==> src/rtl/d7seg_scan.sv <==
// d7seg_scan: time-multiplexed hex driver for an NDIG-digit 7-segment display.
// New values are staged in a pending buffer and committed only when the scan wraps.
module d7seg_scan #(
    parameter int NDIG           = 4,
    parameter int DIV            = 1000,
    parameter int GAP            = 2,
    parameter int LZB            = 1,
    parameter int SEG_ACTIVE_LOW = 0,
    parameter int AN_ACTIVE_LOW  = 1
) (
    input  logic              clk,
    input  logic              rst,
    input  logic              en,
    input  logic              load,
    input  logic [4*NDIG-1:0] value,
    input  logic [NDIG-1:0]   dp_in,
    output logic [6:0]        seg,
    output logic              dp,
    output logic [NDIG-1:0]   an,
    output logic              frame_tick
);

    localparam int CW = (DIV > 1) ? $clog2(DIV) : 1;
    localparam int IW = (NDIG > 1) ? $clog2(NDIG) : 1;
    localparam logic [CW-1:0] DIV_LAST = CW'(DIV - 1);
    localparam logic [CW-1:0] GAP_C    = CW'(GAP);
    localparam logic [IW-1:0] IDX_LAST = IW'(NDIG - 1);

    logic [CW-1:0]     div_cnt;
    logic [IW-1:0]     idx;
    logic [4*NDIG-1:0] active_val;
    logic [NDIG-1:0]   active_dp;
    logic [4*NDIG-1:0] pending_val;
    logic [NDIG-1:0]   pending_dp;
    logic              pend_v;

    logic              slot_end;
    logic              wrap;
    logic              in_gap;
    logic              blank;
    logic [3:0]        nib;

    logic [6:0]        seg_d, seg_q;
    logic              dp_d, dp_q;
    logic [NDIG-1:0]   an_d, an_q;

    function automatic logic [6:0] font(input logic [3:0] n);
        logic [6:0] f;
        case (n)
            4'h0: f = 7'h7E;
            4'h1: f = 7'h30;
            4'h2: f = 7'h6D;
            4'h3: f = 7'h79;
            4'h4: f = 7'h33;
            4'h5: f = 7'h5B;
            4'h6: f = 7'h5F;
            4'h7: f = 7'h70;
            4'h8: f = 7'h7F;
            4'h9: f = 7'h7B;
            4'hA: f = 7'h77;
            4'hB: f = 7'h1F;
            4'hC: f = 7'h4E;
            4'hD: f = 7'h3D;
            4'hE: f = 7'h4F;
            default: f = 7'h47;
        endcase
        return f;
    endfunction

    assign slot_end = (div_cnt == DIV_LAST);
    assign wrap     = en && slot_end && (idx == IDX_LAST);

    always_ff @(posedge clk) begin
        if (rst) begin
            div_cnt <= '0;
            idx     <= '0;
        end else if (en) begin
            if (slot_end) begin
                div_cnt <= '0;
                idx     <= (idx == IDX_LAST) ? '0 : idx + 1'b1;
            end else begin
                div_cnt <= div_cnt + 1'b1;
            end
        end
    end

    // A load in the wrap cycle itself lands in pending and waits for the next frame.
    always_ff @(posedge clk) begin
        if (rst) begin
            pending_val <= '0;
            pending_dp  <= '0;
            pend_v      <= 1'b0;
            active_val  <= '0;
            active_dp   <= '0;
        end else begin
            if (load) begin
                pending_val <= value;
                pending_dp  <= dp_in;
                pend_v      <= 1'b1;
            end else if (wrap) begin
                pend_v <= 1'b0;
            end
            if (wrap && pend_v) begin
                active_val <= pending_val;
                active_dp  <= pending_dp;
            end
        end
    end

    assign in_gap = (GAP > 0) && (div_cnt < GAP_C);
    assign nib    = active_val[4*idx +: 4];
    assign blank  = (LZB != 0) && (idx != '0) && ((active_val >> (4*idx)) == '0);

    always_comb begin
        seg_d = '0;
        dp_d  = 1'b0;
        an_d  = '0;
        if (en && !in_gap) begin
            an_d[idx] = 1'b1;
            dp_d      = active_dp[idx];
            if (!blank) begin
                seg_d = font(nib);
            end
        end
    end

    always_ff @(posedge clk) begin
        if (rst) begin
            seg_q      <= '0;
            dp_q       <= 1'b0;
            an_q       <= '0;
            frame_tick <= 1'b0;
        end else begin
            seg_q      <= seg_d;
            dp_q       <= dp_d;
            an_q       <= an_d;
            frame_tick <= wrap;
        end
    end

    // Pin polarity is applied only here; everything upstream is active-high.
    assign seg = (SEG_ACTIVE_LOW != 0) ? ~seg_q : seg_q;
    assign dp  = (SEG_ACTIVE_LOW != 0) ? ~dp_q  : dp_q;
    assign an  = (AN_ACTIVE_LOW  != 0) ? ~an_q  : an_q;

endmodule

==> config.mk <==
export PLATFORM = sky130hd
export DESIGN_NAME = d7seg_scan
export DESIGN_NICKNAME = d
export VERILOG_FILES = /design/src/rtl/d7seg_scan.sv
export SDC_FILE = /design/constraint.sdc
export NUM_CORES = 1
export LEC_CHECK = 0
export CAP_MARGIN = 20
export CORE_UTILIZATION = 57
export CTS_CLUSTER_SIZE = 16
export DETAILED_ROUTE_END_ITERATION = 7
export GPL_ROUTABILITY_DRIVEN = 0
export PLACE_DENSITY = 0.88
export RECOVER_POWER = 50
export SLEW_MARGIN = 10
export SYNTH_ARGS = -nofsm -noshare
export SYNTH_HDL_FRONTEND = slang
export SYNTH_SLANG_ARGS = --single-unit
==> constraint.sdc <==
create_clock -name clk -period 5.2 [get_ports clk]
set_clock_uncertainty 0.1 [all_clocks]
set_input_delay 1.04 -clock clk [delete_from_list [all_inputs] [get_ports clk]]
set_output_delay 1.04 -clock clk [all_outputs]
set_load 0.02 [all_outputs]
==> results of run 1 <==
[logic make-up (layout without fill, tap and decap cells)]
| family | count (synthesis) | count (layout) |
|---|---|---|
| adders and majority gates | 12 | 12 |
| xor gates and xnor gates | 11 | 11 |
| DFF | 66 | 66 |
| AOI/OAI and AO/OA | 17 | 17 |
| and+or+nand+nor | 110 | 110 |
| muxes | 51 | 51 |
| buffers and inverters | 27 | 65 |
[state kept, by name, indices dropped and copies added, names as in the netlist, 2 cells and up]
| register | flops |
|---|---|
| an_q | 4 |
| pending_dp | 4 |
| idx | 2 |
| active_dp | 4 |
| pending_val | 16 |
| seg | 7 |
| active_val | 16 |
| div_cnt | 10 |
[power by group through the flow]
stage	combinational (mW)	sequential, mW	clock [mW]
floorplan	0.0303	0.537	0
global placement	0.0561	0.537	0
detailed placement	0.0584	0.538	0
CTS	0.0587	0.526	0.441
global route	0.0631	0.527	0.464
finish	0.0580	0.526	0.432
[layout make-up]
| type | instances | area (µm²) |
|---|---|---|
| multi-input combinational | 201 | 1500 |
| sequential | 66 | 1320 |
| fill | 362 | 1320 |
| timing repair buffer | 39 | 387 |
| clock buffer | 10 | 138 |
| tap | 67 | 83.8 |
| clock inverter | 6 | 65.1 |
| inverter | 10 | 37.5 |
[worst paths after layout]
kind                         to  slack, ns      startpoint  cells after the start
hold reg to reg   active_val[8]       0.40  pending_val[8]                      2
setup reg to reg         seg[0]       2.34          idx[0]                      6
setup / recovery         seg[0]       1.72             rst                      4
hold / removal    active_val[8]       0.40  pending_val[8]                      2
[synthesized netlist by cell type (3+ instances only)]
| master | number | area, µm² |
|---|---|---|
| ha_1 | 12 | 150 |
| mux2i_1 | 46 | 460 |
| nand4_1 | 3 | 18.8 |
| o21ai_0 | 3 | 15.0 |
| buf_2 | 4 | 20.0 |
| nor2_1 | 59 | 221 |
| buf_1 | 3 | 11.3 |
| nor3_1 | 9 | 45.0 |
| nand2_1 | 13 | 48.8 |
| xor2_1 | 6 | 52.6 |
| xnor2_1 | 5 | 43.8 |
| inv_1 | 10 | 37.5 |
| nor4_1 | 6 | 37.5 |
| clkbuf_1 | 6 | 22.5 |
| dfxtp_1 | 66 | 1320 |
| and2_1 | 4 | 25.0 |
| mux4_2 | 5 | 113 |
[metrics by stage]
stage / instances / hold slack (ns) / cell area [µm²] / worst slack (ns) / util
6_report: 399 / 0.398 / 3530 / 1.72 / 0.728
5_1_grt: 399 / 0.421 / 3530 / 1.52 / 0.728
4_1_cts: 398 / 0.401 / 3520 / 2.30 / 0.725
3_5_place_dp: 382 / 0.381 / 3310 / 2.11 / 0.684
3_3_place_gp: 382 / 0.368 / 3310 / 2.22 / 0.684
2_1_floorplan: 294 / 0.355 / 2940 / 2.77 / -
[worst max-delay path: stages]
cell and delay (ns):
dlygate4sd3_1 0.53, clkbuf_1 1.44, a311o_1 0.45, a2111oi_0 0.11
[per-layer routing]
metal  part of all wire  GRT usage  wire length [µm]
met5                  0          0                 0
met4              0.016      0.122                91
met3              0.047     0.0768               268
met1               0.45      0.278              2560
met2               0.49      0.354              2780
==> out/results.txt, run 1 <==
Avg Inst Size Synth -> 9.99 µm²
Max Freq -> 288 MHz
IO Pins -> 37
multiplexer area fraction after synthesis -> 0.195
Final nets -> 363
WP data required -> 5.30 ns
Critical Path End Type -> flip-flop
sequential share of the synthesized area -> 0.450
Comb pwr share -> 0.057
Post-CTS Setup Bufs -> 0
sw frac -> 0.227
# setup viols final -> 0
# hold bufs at CTS -> 0
Critical Setup Path Class -> in -> reg
Seq cells post-synth -> 66
first-pass GRT wire length -> 9050 µm
H-tree levels -> 3
number of diodes -> 0
Synth Area in Simple Gates -> 0.176
XOR/XNOR Fraction of Synth Area -> 0.0328
cells resized by post-CTS repair -> 0
Reg clk slew, reported paths -> 0.07 ns
ratio of cells with drive above 1 in the final layout -> 0.0843
Synth Area in Adders -> 0.0511
die height -> 73.8 µm
crit path DAT -> 3.57 ns
Clock power frac -> 0.425
outcome -> finished, violations left
period utilization -> 0.669
Final ANT Viol Nets -> 0
Syn Inst Count -> 294
vias in the first global route -> 1,966
Post-Syn Area -> 2940 µm²
slew margin rel. -> -0.345
drt total wl -> 5700 µm
num rows -> 25
Final Max Tran Viols -> 50
Yosys cell types -> 44
GRT Overall Usage -> 0.228
PortBufs -> 36
worst min-delay path category -> reg -> reg
yosys warns -> 0
failing checks -> max-capacitance violations, max-slew violations
Root Driver -> clkbuf_8
Starting Density -> 0.606
initial antenna violation count -> 0
Die W -> 73.8 µm
Pleak -> 1.33 nW
TritonCTS Buffers -> 9
Setup TNS Final -> 0 ns
wire length per cell -> 14.3 µm
die area -> 5440 µm²
pwr dens -> 288 nW/µm²
post-route minimum period -> 3.48 ns
# clock sinks -> 66
routed via count -> 2,155
Post-Syn Nets -> 330
first drt pass iteration count -> 4
most common cell after layout, fill and taps aside -> dfxtp_1
Via density -> 5.40
largest family of logic cells by synthesized area -> multiplexers
CTS tree -> built
largest net degree at the start of global routing -> 50
dpl hpwl -> 3860 µm
compound-cell area share of the yosys netlist -> 0.0515
Core Area -> 4850 µm²
Area Overhead vs Synth -> 20.1%
Starting DRT DRC Count -> 125
Pwr Total -> 1.02 mW
Post-synth EDFFs -> 0
Power Internal -> 0.785 mW
worst-case clock buffer depth -> 2
Post-synth ARST share -> 0
most frequent cells in the layout -> dfxtp_1 (66), nor2_1 (59), mux2i_1 (46)
NetSw -> 0.231 mW
Setup crit start kind -> input pin
clk_lat worst skew -> 0.34 ns
Slew @ Worst Pin -> 2.02 ns
DRC -> 0
peak supply drop -> 0.240 mV
Worst Path Max Fanout -> 49
Final Hold Fails -> 0
grt total ovfl -> 0
RSZ-0062 raised after global routing -> no
Main synth FF type -> dfxtp_1
Reg power frac -> 0.518
MaxCap Viol Count -> 1
No activity file was read; power rests on OpenSTA's default activity.
==> run 2: changes to the inputs <==
--- a/config.mk
+++ b/config.mk
@@ -6,11 +6,11 @@
 export NUM_CORES = 1
 export LEC_CHECK = 0
 export CAP_MARGIN = 20
-export CORE_UTILIZATION = 57
+export CORE_UTILIZATION = 49
 export CTS_CLUSTER_SIZE = 16
 export DETAILED_ROUTE_END_ITERATION = 7
 export GPL_ROUTABILITY_DRIVEN = 0
-export PLACE_DENSITY = 0.88
+export PLACE_DENSITY = 0.81
 export RECOVER_POWER = 50
 export SLEW_MARGIN = 10
 export SYNTH_ARGS = -nofsm -noshare
==> constraint.sdc (replaced) <==
create_clock -name clk -period 3.14 [get_ports clk]
set_clock_uncertainty 0.1 [all_clocks]
set_input_delay 0.628 -clock clk [delete_from_list [all_inputs] [get_ports clk]]
set_output_delay 0.628 -clock clk [all_outputs]
set_load 0.02 [all_outputs]
==> run 2 against run 1 <==
The flow now finishes without violations. Register-to-register slack worse by 1.6 ns. Combinational power is 59% higher. Critical path type unchanged. Clock power grew 88%. Largest cell class unchanged. Core utilization decreased by 9.5 points. Critical path depth rose by 2. Count of clock-buffer cells in the layout is 1 higher. Critical endpoint is now active_val[12]. Global-route usage is 3.1 points lower. Non-clock buffer count up 2. First-iteration DRC count up 14%. Largest power group unchanged.
==> out/results.txt, run 2 (synthesized netlist as in run 1, its figures left out) <==
Starting DRT DRC Count -> 143 (+14%)
Pleak -> 1.35 nW (+1.5%)
clk_lat worst skew -> 0.35 ns (about the same)
worst-case clock buffer depth -> 2 (unchanged)
Slew @ Worst Pin -> 0.848 ns (-1.17 ns)
slew margin rel. -> 0.435 (+0.780)
wire length per cell -> 13.2 µm (-7.8%)
Reg power frac -> 0.491 (-0.027)
number of diodes -> 0 (unchanged)
Starting Density -> 0.521 (-0.0852)
RSZ-0062 raised after global routing -> no
worst reg2reg setup slack -> 0.78 ns (-1.56 ns)
Final Hold Fails -> 0 (unchanged)
Final ANT Viol Nets -> 0 (unchanged)
Final Util -> 0.632 (-0.0955)
Comb pwr share -> 0.052 (-0.005)
grt total ovfl -> 0 (unchanged)
period utilization -> 0.758
Setup TNS Final -> 0 ns (unchanged)
MaxCap Viol Count -> 0 (-1)
Finished Layout Cells -> 406 (+1.8%)
# hold bufs at CTS -> 0 (unchanged)
sw frac -> 0.220 (-0.00675)
hold slack -> 0.400 ns (+0.00180 ns)
IO Pins -> 37 (unchanged)
Post-CTS Setup Bufs -> 0 (unchanged)
Die W -> 79.4 µm (+7.6%)
drt total wl -> 5340 µm (-6.2%)
ratio of cells with drive above 1 in the final layout -> 0.0898 (+0.00548)
most common cell after layout, fill and taps aside -> dfxtp_1
Clock power frac -> 0.458 (+0.033)
grt peak-use layer -> met2
WP data required -> 3.24 ns (-2.06 ns)
CTS tree -> built
Via density -> 5.26 (-2.6%)
vias in the first global route -> 2,047 (+4.1%)
met1 Use GR -> 0.253 (-0.0255)
Reg clk slew, reported paths -> 0.07 ns (about the same)
routed via count -> 2,136 (-0.88%)
Root Driver -> clkbuf_8
fill count -> 484 (+34%)
Power Internal -> 1.38 mW (+76%)
DRC -> 0 (unchanged)
pwr dens -> 498 nW/µm² (+73%)
cells resized by post-CTS repair -> 0 (unchanged)
num rows -> 27 (+8.0%)
first drt pass iteration count -> 4 (unchanged)
peak supply drop -> 0.297 mV (+24%)
dpl hpwl -> 3760 µm (-2.6%)
Regs by FF count -> active_val: 16 flops, pending_val: 16 flops, div_cnt: 10 flops
outcome -> finished clean
Final nets -> 365 (+0.55%)
worst min-delay path category -> reg -> reg
Critical Setup Path Class -> in -> reg
Final Max Tran Viols -> 0 (-100%)
Max Freq -> 420 MHz
crit path DAT -> 2.48 ns (-1.09 ns)
H-tree levels -> 3 (unchanged)
die area -> 6310 µm² (+16%)
# clock sinks -> 66 (unchanged)
dpl cells -> 390 (+2.1%)
M2 GR Usage -> 0.301 (-0.0529)
largest net degree at the start of global routing -> 47 (-6.0%)
global routing met3 resource utilization -> 0.0389 (-0.0380)
Worst Path Max Fanout -> 20 (-59%)
TritonCTS Buffers -> 9 (unchanged)
PortBufs -> 36 (unchanged)
die height -> 79.4 µm (+7.6%)
# setup viols final -> 0 (unchanged)
first-pass GRT wire length -> 9390 µm (+3.8%)
Critical Path End Type -> flip-flop
initial antenna violation count -> 0 (unchanged)
Setup crit start kind -> input pin
GRT Overall Usage -> 0.196 (-0.0314)
most frequent cells in the layout -> dfxtp_1 (66), nor2_1 (59), mux2i_1 (46)
post-route minimum period -> 2.38 ns
Core Area -> 5640 µm² (+16%)
NetSw -> 0.391 mW (+70%)
Area Overhead vs Synth -> 21.4%
## run 2: power groups by stage
stage               Sequential, mW  Combinational [mW]  Clock, mW
global placement             0.890              0.0931          0
floorplan                    0.890              0.0501          0
detailed placement           0.891              0.0956          0
CTS                          0.871              0.0957      0.824
global route                 0.873               0.103      0.868
finish                       0.871              0.0922      0.813
## run 2: worst max-delay path: stages
cell and delay, ns:
dlygate4sd3_1 0.69, nand3_1 0.22, nor4_4 0.28, buf_4 0.35
mux2i_1 0.24, nor2_1 0.06
## run 2: area by class of cell
type,count,area [µm²],share of cell area
well taps,72,90.1,0.0253
clock buffers,11,141,0.0396
flip-flops and latches,66,1320,0.370
repair buffers,41,395,0.111
multi-input cells,201,1500,0.420
clock inverters,5,85.1,0.0239
inverters,10,37.5,0.0105
## run 2: layer usage
metal	share of wire	up-vias	wire [µm]
li1	-	1082	-
met1	0.45	988	2430
met3	0.043	12	229
met5	0	-	0
met4	0.026	0	138
met2	0.48	54	2540
## run 2: through the flow
step	instance area [µm²]	worst slack (ns)	power, mW
finish	3570	0.759	1.78
global route	3570	0.605	1.84
CTS	3570	0.738	1.79
detailed placement	3340	0.482	0.986
global placement	3340	0.561	0.983
floorplan	2940	0.808	0.940
## run 2: path summary, 6_finish.rpt
| path | start | endpoint | cells after the start |
|---|---|---|---|
| min reg2reg | active_dp[0] | active_dp[0] | 2 |
| min | active_dp[0] | active_dp[0] | 2 |
| max reg2reg | idx[0] | seg[0] | 6 |
| max | en | active_val[12] | 6 |
==> run 3: changes to the inputs <==
--- a/config.mk
+++ b/config.mk
@@ -6,11 +6,11 @@
 export NUM_CORES = 1
 export LEC_CHECK = 0
 export CAP_MARGIN = 20
-export CORE_UTILIZATION = 49
+export CORE_UTILIZATION = 55
 export CTS_CLUSTER_SIZE = 16
 export DETAILED_ROUTE_END_ITERATION = 7
 export GPL_ROUTABILITY_DRIVEN = 0
-export PLACE_DENSITY = 0.81
+export PLACE_DENSITY = 0.85
 export RECOVER_POWER = 50
 export SLEW_MARGIN = 10
 export SYNTH_ARGS = -nofsm -noshare
==> constraint.sdc (replaced) <==
create_clock -name clk -period 2.3 [get_ports clk]
set_clock_uncertainty 0.1 [all_clocks]
set_input_delay 0.46 -clock clk [delete_from_list [all_inputs] [get_ports clk]]
set_output_delay 0.46 -clock clk [all_outputs]
set_load 0.02 [all_outputs]
==> run 3 against run 2 <==
Core utilization up 5.9 points. Count of clock-buffer cells in the layout unchanged. Cell area down 0.46%. Routed wire length up 8.3%. Clock power up 9.7%. Sequential power up 37%. Register-to-register slack worse by 0.70 ns. Critical endpoint is now seg[0].
==> out/results.txt, run 3 (synthesized netlist as in run 1, its figures left out) <==
Finished Cell Area -> 3550 µm² (-0.46%)
Reg clk slew, reported paths -> 0.07 ns (about the same)
peak supply drop -> 0.520 mV (+75%)
vias in the first global route -> 1,949 (-4.8%)
H-tree levels -> 3 (unchanged)
Placed Area -> 3380 µm² (+0.97%)
# hold bufs at CTS -> 0 (unchanged)
first drt pass iteration count -> 4 (unchanged)
largest net degree at the start of global routing -> 29 (-38%)
worst reg2reg setup slack -> 0.08 ns (-0.70 ns)
PortBufs -> 36 (unchanged)
Final ANT Viol Nets -> 0 (unchanged)
Critical Path End Type -> flip-flop
crit path DAT -> 2.33 ns (-0.15 ns)
slew margin rel. -> 0.532 (+0.0968)
die height -> 75.1 µm (-5.5%)
Via density -> 5.49 (+4.3%)
pwr dens -> 623 nW/µm² (+25%)
Final Max Tran Viols -> 0 (unchanged)
worst min-delay path category -> reg -> reg
number of diodes -> 0 (unchanged)
Critical Setup Path Class -> reg -> reg
Worst Path Max Fanout -> 7 (-65%)
ratio of cells with drive above 1 in the final layout -> 0.0950 (+0.00514)
worst-case clock buffer depth -> 2 (unchanged)
MaxCap Viol Count -> 0 (unchanged)
Root Driver -> clkbuf_8
most frequent cells in the layout -> dfxtp_1 (65), nor2_1 (59), mux2i_1 (46)
grt total ovfl -> 0 (unchanged)
clk_lat worst skew -> 0.34 ns (about the same)
outcome -> finished clean
Pleak -> 1.35 nW (-0.30%)
dpl hpwl -> 4090 µm (+8.8%)
die area -> 5640 µm² (-11%)
Area Overhead vs Synth -> 20.9%
Final nets -> 370 (+1.4%)
wire length per cell -> 14.2 µm (+8.1%)
Setup crit start kind -> flip-flop
TritonCTS Buffers -> 9 (unchanged)
period utilization -> 0.966
CTS tree -> built
Regs by FF count -> active_val: 16 flops, pending_val: 16 flops, div_cnt: 10 flops
most common cell after layout, fill and taps aside -> dfxtp_1
Final Hold Fails -> 0 (unchanged)
Core Area -> 5140 µm² (-8.9%)
Setup TNS Final -> 0 ns (unchanged)
# clock sinks -> 66 (unchanged)
first-pass GRT wire length -> 9270 µm (-1.3%)
post-route minimum period -> 2.22 ns
Starting DRT DRC Count -> 95 (-34%)
Max Freq -> 450 MHz
Slew @ Worst Pin -> 0.702 ns (-0.145 ns)
GRT Overall Usage -> 0.224 (+0.0279)
drt total wl -> 5790 µm (+8.3%)
IO Pins -> 37 (unchanged)
DRC -> 0 (unchanged)
WP data required -> 2.41 ns (-0.83 ns)
num rows -> 26 (-3.7%)
Die W -> 75.1 µm (-5.5%)
initial antenna violation count -> 0 (unchanged)
Starting Density -> 0.572 (+0.0508)
# setup viols final -> 0 (unchanged)
routed via count -> 2,233 (+4.5%)
-- run 3: final timing paths --
check,start,endpoint,depth (start not counted)
setup / recovery,idx[0],seg[0],7
hold / removal,pending_dp[0],pending_dp[0],2
setup reg to reg,idx[0],seg[0],7
hold reg to reg,pending_dp[0],pending_dp[0],2
-- run 3: per-layer routing --
metal	global-route usage	wire length, µm	up-vias
met5	0	0	-
met4	0.138	129	0
met3	0.0415	235	11
met2	0.354	2850	59
met1	0.284	2580	1069
li1	-	-	1094
-- run 3: power breakdown --
part	total, mW	internal (mW)	leakage [nW]	switching (mW)
combinational	0.131	0.0729	0.726	0.0582
sequential	1.19	1.17	0.537	0.0169
clock	0.892	0.487	0.0853	0.405
-- run 3: stage by stage --
stage | hold slack, ns | instances | worst slack (ns) | power, mW | util
2_1_floorplan | 0.355 | 294 | 0.00413 | 1.28 | -
5_1_grt | 0.425 | 407 | -0.0171 | 2.29 | 0.691
3_3_place_gp | 0.371 | 391 | 0.106 | 1.35 | 0.657
4_1_cts | 0.403 | 405 | 0.0125 | 2.24 | 0.691
3_5_place_dp | 0.385 | 391 | 0.0100 | 1.35 | 0.657
6_report | 0.399 | 407 | 0.0775 | 2.21 | 0.691
-- run 3: layout make-up --
cell class,count,area [µm²]
Clock buffer,11,131
Clock inverter,3,42.5
Fill cell,438,1590
Inverter,10,37.5
Multi-Input combinational cell,201,1490
Sequential cell,66,1320
Tap cell,70,87.6
Timing Repair Buffer,46,438
-- run 3: worst max-delay path, cell delays in order, from the launching register on --
cell and delay, ns:
dfxtp_2 0.37, mux4_2 0.57, inv_2 0.12, ha_1 0.20, nand4b_1 0.16, a2111oi_4 0.29, buf_4 0.21, a2111oi_0 0.07
-- run 3: what timing repair did --
action,4_1_cts,5_1_grt
gates resized for setup,0,1
endpoints found under the setup margin,0,7
setup buffers,0,2
endpoints found under the hold margin,0,0
